File: config.mk
export PLATFORM = sky130hd
export DESIGN_NAME = dsp_casc_mac
export DESIGN_NICKNAME = d
export VERILOG_FILES = /design/src/rtl/dsp_casc_pkg.sv /design/src/rtl/dsp_pipe_reg.sv /design/src/rtl/dsp_casc_mac.sv
export SDC_FILE = /design/constraint.sdc
export NUM_CORES = 1
export LEC_CHECK = 0
export ABC_AREA = 1
export CORE_AREA = 2 2 194 196
export CTS_CLUSTER_DIAMETER = 50
export DETAILED_ROUTE_END_ITERATION = 8
export DIE_AREA = 0 0 196 198
export GPL_TIMING_DRIVEN = 1
export PLACE_DENSITY_LB_ADDON = 0.08
export RECOVER_POWER = 50
export SETUP_SLACK_MARGIN = 0.2
export SYNTH_ARGS = -nofsm -noshare
export SYNTH_HDL_FRONTEND = slang
export SYNTH_SLANG_ARGS = --single-unit
File: constraint.sdc
create_clock -name clock_i -period 7.1 [get_ports clock_i]
set_clock_uncertainty 0.05 [all_clocks]
set_input_delay 1.775 -clock clock_i [delete_from_list [all_inputs] [get_ports clock_i]]
set_output_delay 1.775 -clock clock_i [all_outputs]
set_load 0.005 [all_outputs]
File: src/rtl/dsp_casc_pkg.sv
// Shared types for the cascaded multiply-accumulate slice.
package dsp_casc_pkg;

    localparam int unsigned OPMODE_W = 6;

    typedef enum logic [1:0] {
        X_ZERO = 2'd0,
        X_M    = 2'd1,
        X_P    = 2'd2,
        X_C    = 2'd3
    } xsel_e;

    typedef enum logic [2:0] {
        Z_ZERO    = 3'd0,
        Z_PCIN    = 3'd1,
        Z_P       = 3'd2,
        Z_C       = 3'd3,
        Z_PCIN_SH = 3'd5,
        Z_P_SH    = 3'd6
    } zsel_e;

    // zsel is kept as raw bits: codes 4 and 7 are legal on the bus and select zero.
    typedef struct packed {
        logic        sub;
        logic [2:0]  zsel;
        xsel_e       xsel;
    } opmode_t;

endpackage

File: src/rtl/dsp_pipe_reg.sv
// Async-reset delay line with a shared load enable; DEPTH=0 degenerates to a wire.
module dsp_pipe_reg #(
    parameter int unsigned W     = 1,
    parameter int unsigned DEPTH = 1
) (
    input  logic         clk,
    input  logic         rst,
    input  logic         en,
    input  logic [W-1:0] d,
    output logic [W-1:0] q
);

    if (DEPTH == 0) begin : g_wire
        logic unused_ctrl;
        assign unused_ctrl = ^{clk, rst, en};
        assign q = d;
    end else begin : g_regs
        logic [W-1:0] stage [DEPTH];

        // Shift the whole line forward on every enabled edge.
        always_ff @(posedge clk or posedge rst) begin
            if (rst) begin
                for (int i = 0; i < int'(DEPTH); i++) stage[i] <= '0;
            end else if (en) begin
                stage[0] <= d;
                for (int i = 1; i < int'(DEPTH); i++) stage[i] <= stage[i-1];
            end
        end

        assign q = stage[DEPTH-1];
    end

endmodule

File: src/rtl/dsp_casc_mac.sv
// One cascadable multiply-accumulate slice:
// A/B -> ABREG stages -> multiply -> MREG stages -> X/Z select -> add/sub -> P register.
module dsp_casc_mac
    import dsp_casc_pkg::*;
#(
    parameter int unsigned A_W        = 17,
    parameter int unsigned B_W        = 17,
    parameter int unsigned C_W        = 34,
    parameter int unsigned P_W        = 48,
    parameter int unsigned OUT_W      = 34,
    parameter int unsigned ABREG      = 1,
    parameter int unsigned MREG       = 1,
    parameter int unsigned CREG       = 1,
    parameter int unsigned SHIFT      = 17,
    parameter int unsigned CTRL_ALIGN = 0
) (
    input  logic                clock_i,
    input  logic                reset_i,
    input  logic                valid_i,
    input  logic                CREG_en_i,
    input  logic [OPMODE_W-1:0] OPMODE_i,
    input  logic [A_W-1:0]      A_i,
    input  logic [B_W-1:0]      B_i,
    input  logic [C_W-1:0]      C_i,
    input  logic [P_W-1:0]      PCIN_i,
    output logic [OUT_W-1:0]    P_o,
    output logic [P_W-1:0]      PCOUT_o,
    output logic                valid_o
);

    localparam int unsigned LAT      = 1 + ABREG + MREG;
    localparam int unsigned M_W      = A_W + B_W;
    // Aligned control rides with the operands; otherwise a single register like the hard slice.
    localparam int unsigned OP_DEPTH = (CTRL_ALIGN != 0) ? LAT - 1 : 1;

    if (P_W < A_W + B_W + 1) begin : g_chk_pw
        $error("dsp_casc_mac: P_W must be at least A_W+B_W+1");
    end
    if (OUT_W > P_W) begin : g_chk_outw
        $error("dsp_casc_mac: OUT_W must not exceed P_W");
    end
    if (ABREG > 2 || MREG > 1 || CREG > 1) begin : g_chk_depth
        $error("dsp_casc_mac: register depth parameter out of range");
    end

    logic [M_W-1:0]      ab_pipe;
    logic [A_W-1:0]      a_pipe;
    logic [B_W-1:0]      b_pipe;
    logic [M_W-1:0]      m_raw;
    logic [M_W-1:0]      m_pipe;
    logic [C_W-1:0]      c_pipe;
    logic [OPMODE_W-1:0] op_raw;
    opmode_t             op;
    logic [P_W-1:0]      m_ext;
    logic [P_W-1:0]      c_ext;
    logic [P_W-1:0]      x_val;
    logic [P_W-1:0]      z_val;
    logic [P_W-1:0]      p_next;
    logic [P_W-1:0]      p_reg;

    dsp_pipe_reg #(.W(M_W), .DEPTH(ABREG)) u_ab_pipe (
        .clk (clock_i),
        .rst (reset_i),
        .en  (1'b1),
        .d   ({A_i, B_i}),
        .q   (ab_pipe)
    );

    assign a_pipe = ab_pipe[M_W-1:B_W];
    assign b_pipe = ab_pipe[B_W-1:0];
    assign m_raw  = M_W'(a_pipe) * M_W'(b_pipe);

    dsp_pipe_reg #(.W(M_W), .DEPTH(MREG)) u_m_pipe (
        .clk (clock_i),
        .rst (reset_i),
        .en  (1'b1),
        .d   (m_raw),
        .q   (m_pipe)
    );

    dsp_pipe_reg #(.W(C_W), .DEPTH(CREG)) u_c_pipe (
        .clk (clock_i),
        .rst (reset_i),
        .en  (CREG_en_i),
        .d   (C_i),
        .q   (c_pipe)
    );

    dsp_pipe_reg #(.W(OPMODE_W), .DEPTH(OP_DEPTH)) u_op_pipe (
        .clk (clock_i),
        .rst (reset_i),
        .en  (1'b1),
        .d   (OPMODE_i),
        .q   (op_raw)
    );

    dsp_pipe_reg #(.W(1), .DEPTH(LAT)) u_valid_pipe (
        .clk (clock_i),
        .rst (reset_i),
        .en  (1'b1),
        .d   (valid_i),
        .q   (valid_o)
    );

    assign op    = opmode_t'(op_raw);
    assign m_ext = P_W'(m_pipe);
    assign c_ext = P_W'(c_pipe);

    // Select the X and Z adder operands and form the wrapping sum or difference.
    always_comb begin
        x_val = '0;
        case (op.xsel)
            X_ZERO:  x_val = '0;
            X_M:     x_val = m_ext;
            X_P:     x_val = p_reg;
            X_C:     x_val = c_ext;
            default: x_val = '0;
        endcase

        z_val = '0;
        case (op.zsel)
            Z_PCIN:    z_val = PCIN_i;
            Z_P:       z_val = p_reg;
            Z_C:       z_val = c_ext;
            Z_PCIN_SH: z_val = PCIN_i >> SHIFT;
            Z_P_SH:    z_val = p_reg >> SHIFT;
            default:   z_val = '0;
        endcase

        p_next = op.sub ? (z_val - x_val) : (z_val + x_val);
    end

    // Accumulator updates on every edge; valid only tags the result, it gates nothing.
    always_ff @(posedge clock_i or posedge reset_i) begin
        if (reset_i) p_reg <= '0;
        else         p_reg <= p_next;
    end

    assign P_o     = p_reg[OUT_W-1:0];
    assign PCOUT_o = p_reg;

endmodule

==> impl_metrics.csv, run 1 <==
group,metric,value,unit
synthesis,synth_ff_type,"dfrtp_1",
drt,first_pass_iters,7,
global_route,grt_usage,39.9,%
layout,final_cells,3602,
drt,routedWlPerCell,21.1,microns
global_route,grt_antenna_before_repair,0,
floorplan,die_h,198,microns
floorplan,fp.dieW,196,microns
worst_setup_path,crit_path_start_kind,"flip-flop",
flow_run,cap_violations,3,
placement,place.gp.congestion,1.06,
synthesis,synthCells,3025,
worst_setup_path,worst_ep_arrival_time,6.38,ns
layout,final_cell_mix,"nand2_1, inv_1, nor2_1",
timing,max_slew.worst_pin.slew,3.57,ns
synthesis,synth_area_per_cell,7.17,sq um
clock_network,numCtsBuffers,17,
floorplan,rows,71,
timing,slew_headroom,-139,%
outcome,status,"complete, but fails checks",
clock_network,hold_buffers,0,
layout,syn_to_final_growth,11.9,%
synthesis,ys_seq_elements,159,
layout,n_antenna_cell,0,
synthesis,ys_seq_area_share,18.4,%
synthesis,synth_nets,3532,
synthesis,synth_edf_count,0,
drt,wl_met2,36.3,mm
worst_setup_path,crit_required,7.40,ns
drt,first_iter_violations,1904,
global_route,gr-total-overflow,0,
drt,wl_met1,28.3,mm
drt,highest_layer,"met4",
power_and_ir_drop,p_seq_share,14.3,%
placement,place_area,23700,sq um
outcome,violations,"max-capacitance violations, max-slew violations",
synthesis,synthesis.area,21700,sq um
floorplan,core,37000,sq um
power_and_ir_drop,worst_ir_drop_vdd,0.000410,V
power_and_ir_drop,intPower,4.99,mW
timing,drv_slew,184,
layout,n_fill_cell,3238,
timing,setup-tns-final,0,ns
timing,max_freq,165,MHz
timing,final_hold_viol_count,0,
power_and_ir_drop,p_per_area,454,nW/um^2
synthesis,ys_types,41,
worst_setup_path,path_class,"reg2reg",
timing,rsz0062_at_grt,"no",
clock_network,cts-resized-gates,0,
synthesis,async_flop_share,100,%
timing,finalCritPeriodShare,85.6,%
placement,dp_hpwl,61.8,mm
synthesis,synth_top_cell_area_share,20.8,%
global_route,grt_pass1_wl,116,mm
clock_network,htreeDepth,4,
synthesis,synth_top_area_cell,"fa_1",
layout,layout-drive-gt1-share,3.26,%
hold_path,hp-class,"reg2reg",
power_and_ir_drop,swShare,54.7,%
power_and_ir_drop,p_comb_share,77.0,%
synthesis,yosys_warnings,0,
clock_network,cts_root_buf,"clkbuf_16",
clock_network,cts_buffer_depth,2,
drt,route.detailed.drc,0,
drt,ant_nets,0,
drt,met3_wirelength,6.63,mm
placement,dp.cells,3570,
clock_network,cts_tree,"done",
timing,finalSetupViolCount,0,
power_and_ir_drop,clkPwrFrac,8.7,%
drt,vias,20691,
clock_network,cts.sinks,159,
drt,viasPerCell,5.74,
clock_network,postCtsSetupRepairBufs,0,
drt,routed_wl,75.8,mm
layout,utilization,65.6,%
layout,nNetsFinal,3622,
placement,port_buffers,208,
worst_setup_path,cp-end-kind,"flip-flop",
timing,fin_crit,6.08,ns
layout,final-seq-area,3980,sq um
clock_network,clk_latency,0.48,ns
timing,fin_ws,1.02,ns
global_route,grt_max_degree,81,
layout,finalInstanceArea,24300,sq um
floorplan,die_area,38800,sq um
power_and_ir_drop,p_leak,13.1,nW
worst_setup_path,critPathMaxFanout,17,
global_route,grt_pass1_vias,21122,
power_and_ir_drop,p_sw,6.02,mW
synthesis,synthTopCellsByArea,"fa_1, dfrtp_1, inv_1",
placement,dp_slack,1.09,ns
floorplan,start_util,58.7,%
floorplan,ioPinCount,209,
clock_network,clk_pin_slew,0.07,ns
layout,multi_input_area,14400,sq um
layout make-up:
class | instances | share of cell area [%]
sequential | 159 | 16.4
timing repair buffer | 219 | 8.87
tap | 474 | 2.44
inverter | 692 | 10.7
multi-input combinational | 2026 | 59.2
clock inverter | 14 | 0.588
clock buffer | 18 | 1.81
power groups by stage:
stage,logic [mW],registers (mW),clock network [mW]
floorplan,6.01,1.44,0
global placement,8.15,1.56,0
detailed placement,8.32,1.57,0
CTS,8.38,1.55,0.962
global route,9.46,1.59,1.00
finish,8.48,1.57,0.955
path summary, 6_finish.rpt:
| kind | depth (start not counted) | slack, ns | start | endpoint |
|---|---|---|---|---|
| min in group asynchronous | 2 | 2.76 | reset_i | u_valid_pipe.q |
| max | 17 | 1.02 | u_ab_pipe.q[30] | u_m_pipe.q[29] |
| max reg2reg | 17 | 1.02 | u_ab_pipe.q[30] | u_m_pipe.q[29] |
| min | 0 | 0.30 | u_valid_pipe.g_regs.stage[1] | u_valid_pipe.q |
| max in group asynchronous | 3 | 1.22 | reset_i | u_ab_pipe.q[30] |
| min reg2reg | 0 | 0.30 | u_valid_pipe.g_regs.stage[1] | u_valid_pipe.q |
layer usage:
| metal | global-route usage, % | up-vias |
|---|---|---|
| met3 | 7.17 | 242 |
| li1 | - | 9374 |
| met2 | 68.6 | 1168 |
| met1 | 47.5 | 9907 |
| met5 | 0 | - |
| met4 | 22.1 | 0 |
worst max-delay path: stages (launching register included):
cell     delay [ns]
dfrtp_1        0.87
nand2_1        0.17
fa_1           0.57
inv_1          0.05
fa_1           0.48
fa_1           0.58
fa_1           0.43
fa_1           0.50
inv_1          0.05
fa_1           0.48
inv_1          0.05
ha_1           0.40
nand2_1        0.13
nor4_1         0.57
nand3_1        0.15
nand3_1        0.18
a21oi_1        0.10
xnor2_1        0.14
registers in the layout, indices dropped and copies added (netlist names):
name,flops
PCOUT_o,48
u_ab_pipe.q,34
u_c_pipe.q,34
u_m_pipe.q,34
u_op_pipe.q,6
u_valid_pipe.g_regs.stage,2
u_valid_pipe.q,1
through the flow:
stage	power, mW	hold WS, ns
2_1_floorplan	7.45	0.281
3_3_place_gp	9.71	0.283
3_5_place_dp	9.89	0.286
4_1_cts	10.9	0.302
5_1_grt	12.1	0.302
6_report	11.0	0.302
cells in the mapped netlist, types with 8 or more instances:
cell type and count:
a21o_1 10, a21oi_1 111, a221oi_1 30, buf_4 41
clkbuf_1 95, dfrtp_1 159, fa_1 225, ha_1 156
inv_1 687, nand2_1 686, nand2_2 8, nand3_1 131
nand4_1 26, nor2_1 244, nor2_2 37, nor3_1 12
o21ai_0 137, o21bai_1 9, o22ai_1 45, xnor2_1 42
xor2_1 63
cell families (layout without fill, tap and decap cells):
| kind of cell | Yosys count | count (layout) | synth area share, % |
|---|---|---|---|
| AOI/OAI and AO/OA | 375 | 375 | 9.96 |
| xor gates and xnor gates | 105 | 105 | 4.24 |
| adders and majority gates | 381 | 381 | 29.8 |
| buffers and inverters | 840 | 943 | 15.4 |
| DFF | 159 | 159 | 18.4 |
| muxes | 2 | 2 | 0.104 |
| and+or+nand+nor | 1163 | 1163 | 22.1 |
(Power assumes the default switching activity.)
==> inputs of run 2 (changes only) <==
--- a/config.mk
+++ b/config.mk
@@ -6,10 +6,10 @@
 export NUM_CORES = 1
 export LEC_CHECK = 0
 export ABC_AREA = 1
-export CORE_AREA = 2 2 194 196
+export CORE_AREA = 2 2 212 214
 export CTS_CLUSTER_DIAMETER = 50
 export DETAILED_ROUTE_END_ITERATION = 8
-export DIE_AREA = 0 0 196 198
+export DIE_AREA = 0 0 214 216
 export GPL_TIMING_DRIVEN = 1
 export PLACE_DENSITY_LB_ADDON = 0.08
 export RECOVER_POWER = 50
==> impl_metrics.csv, run 2 (synthesized netlist as in run 1, its figures left out) <==
group,metric,value,unit
drt,routedWlPerCell,20.6,microns
clock_network,clk_latency,0.51,ns
outcome,status,"complete, but fails checks",
clock_network,cts_root_buf,"clkbuf_16",
global_route,grt_antenna_before_repair,0,
power_and_ir_drop,worst_ir_drop_vdd,0.000438,V
clock_network,cts_buffer_depth,2,
placement,place.gp.congestion,0.971,
layout,largest_register_ffs,48,
drt,route.detailed.drc,0,
drt,viasPerCell,5.40,
floorplan,core,43800,sq um
worst_setup_path,worstReg2RegStart,"u_ab_pipe.q[30]",
worst_setup_path,path_class,"reg2reg",
global_route,grt_pass1_wl,117,mm
clock_network,htreeDepth,4,
drt,first_iter_violations,1654,
layout,n_antenna_cell,0,
layout,final_cells,3724,
power_and_ir_drop,finalPower,11.1,mW
worst_setup_path,worst_ep_arrival_time,6.33,ns
timing,drv_slew,231,
drt,vias,20111,
clock_network,clk_pin_slew,0.08,ns
timing,setup-tns-final,0,ns
placement,dp.cells,3692,
timing,rsz0062_at_grt,"no",
clock_network,postCtsSetupRepairBufs,0,
placement,place_area,23900,sq um
floorplan,start_util,49.4,%
worst_setup_path,critPathMaxFanout,17,
global_route,grt_pass1_vias,20445,
layout,syn_to_final_growth,12.9,%
clock_network,cts-resized-gates,0,
worst_setup_path,r2r_cells,17,
global_route,grt_max_degree,67,
power_and_ir_drop,p_per_area,452,nW/um^2
hold_path,hp-class,"reg2reg",
drt,first_pass_iters,6,
layout,final_cell_mix,"nand2_1, inv_1, nor2_1",
clock_network,cts_tree,"done",
floorplan,die_area,46200,sq um
timing,slew_headroom,-112,%
timing,max_slew.worst_pin.slew,3.18,ns
placement,dp_hpwl,63.7,mm
worst_setup_path,cp-end-kind,"flip-flop",
timing,max_freq,167,MHz
drt,ant_nets,0,
clock_network,numCtsBuffers,17,
flow_run,cap_violations,4,
global_route,gr-total-overflow,0,
drt,routed_wl,76.5,mm
timing,final_hold_viol_count,0,
outcome,violations,"max-capacitance violations, max-slew violations",
floorplan,ioPinCount,209,
timing,finalSetupViolCount,0,
timing,fin_crit,6.00,ns
worst_setup_path,startpoint,"u_ab_pipe.q[30]",
worst_setup_path,crit_required,7.43,ns
layout,finalInstanceArea,24500,sq um
power_and_ir_drop,p_leak,13.2,nW
hold_path,hold_start,"u_valid_pipe.g_regs.stage[1]",
timing,hold-worst-slack,0.306,ns
hold_path,holdPathStages,0,
layout,layout-drive-gt1-share,3.32,%
floorplan,fp.dieW,214,microns
clock_network,cts.sinks,159,
timing,finalCritPeriodShare,84.5,%
layout,nNetsFinal,3626,
floorplan,die_h,216,microns
worst_setup_path,crit_path_start_kind,"flip-flop",
clock_network,hold_buffers,0,
global_route,grt_usage,33.6,%
floorplan,rows,77,
placement,port_buffers,208,
[run 2: cell types whose count changed in the layout (fill, tap and decap cells not counted), moves of 2 or more]
cell	before	now
clkbuf_1	3	5
clkdlybuf4s50_1	159	162
inv_6	5	3
inv_8	4	2
dlygate4sd3_1	48	45
bufinv_16	0	3
clkinv_8	2	0
[run 2: worst max-delay path: stages, from the launching register on]
cell and delay, ns:
dfrtp_1 0.81, nand2_1 0.17, fa_1 0.55, fa_1 0.53, fa_1 0.52, inv_1 0.06, fa_1 0.51, fa_1 0.50
inv_1 0.05, fa_1 0.47, inv_1 0.04, ha_1 0.37, nand2_1 0.12, nor4_1 0.47, nand3_1 0.12, nand3_1 0.25
a21oi_1 0.12, xor2_1 0.15
[run 2: cell type report]
type	count	area [sq um]
fillers	4264	19400
multi-input cells	2026	14400
flip-flops and latches	159	3980
inverters	692	2600
repair buffers	223	2170
well taps	592	741
clock buffers	19	443
clock inverters	13	176
[run 2: routing by layer]
layer	routed length, microns	track usage (%)	vias up
li1	-	-	9374
met3	5160	4.59	165
met1	30200	41.3	9688
met5	0	0	-
met4	4500	19.1	0
met2	36700	57.1	884
[run 2: worst paths after layout]
| kind | to | slack [ns] |
|---|---|---|
| setup / recovery | u_m_pipe.q[32] | 1.10 |
| hold / removal | u_valid_pipe.q | 0.31 |
| setup reg to reg | u_m_pipe.q[32] | 1.10 |
| hold reg to reg | u_valid_pipe.q | 0.31 |
| max in group asynchronous | PCOUT_o[38] | 1.21 |
| min in group asynchronous | u_op_pipe.q[1] | 2.41 |
[run 2: power by group]
group | leakage, nW | internal (mW) | switching (mW)
combinational | 11.0 | 3.24 | 5.18
clock | 0.298 | 0.569 | 0.461
sequential | 1.88 | 1.27 | 0.333
total | 13.2 | 5.08 | 5.98
[run 2: per-stage QoR]
stage | worst slack, ns | utilization (%)
floorplan | 0.983 | -
global route | 0.617 | 55.8
CTS | 1.17 | 55.9
detailed placement | 1.21 | 54.4
global placement | 1.28 | 54.4
finish | 1.10 | 55.8
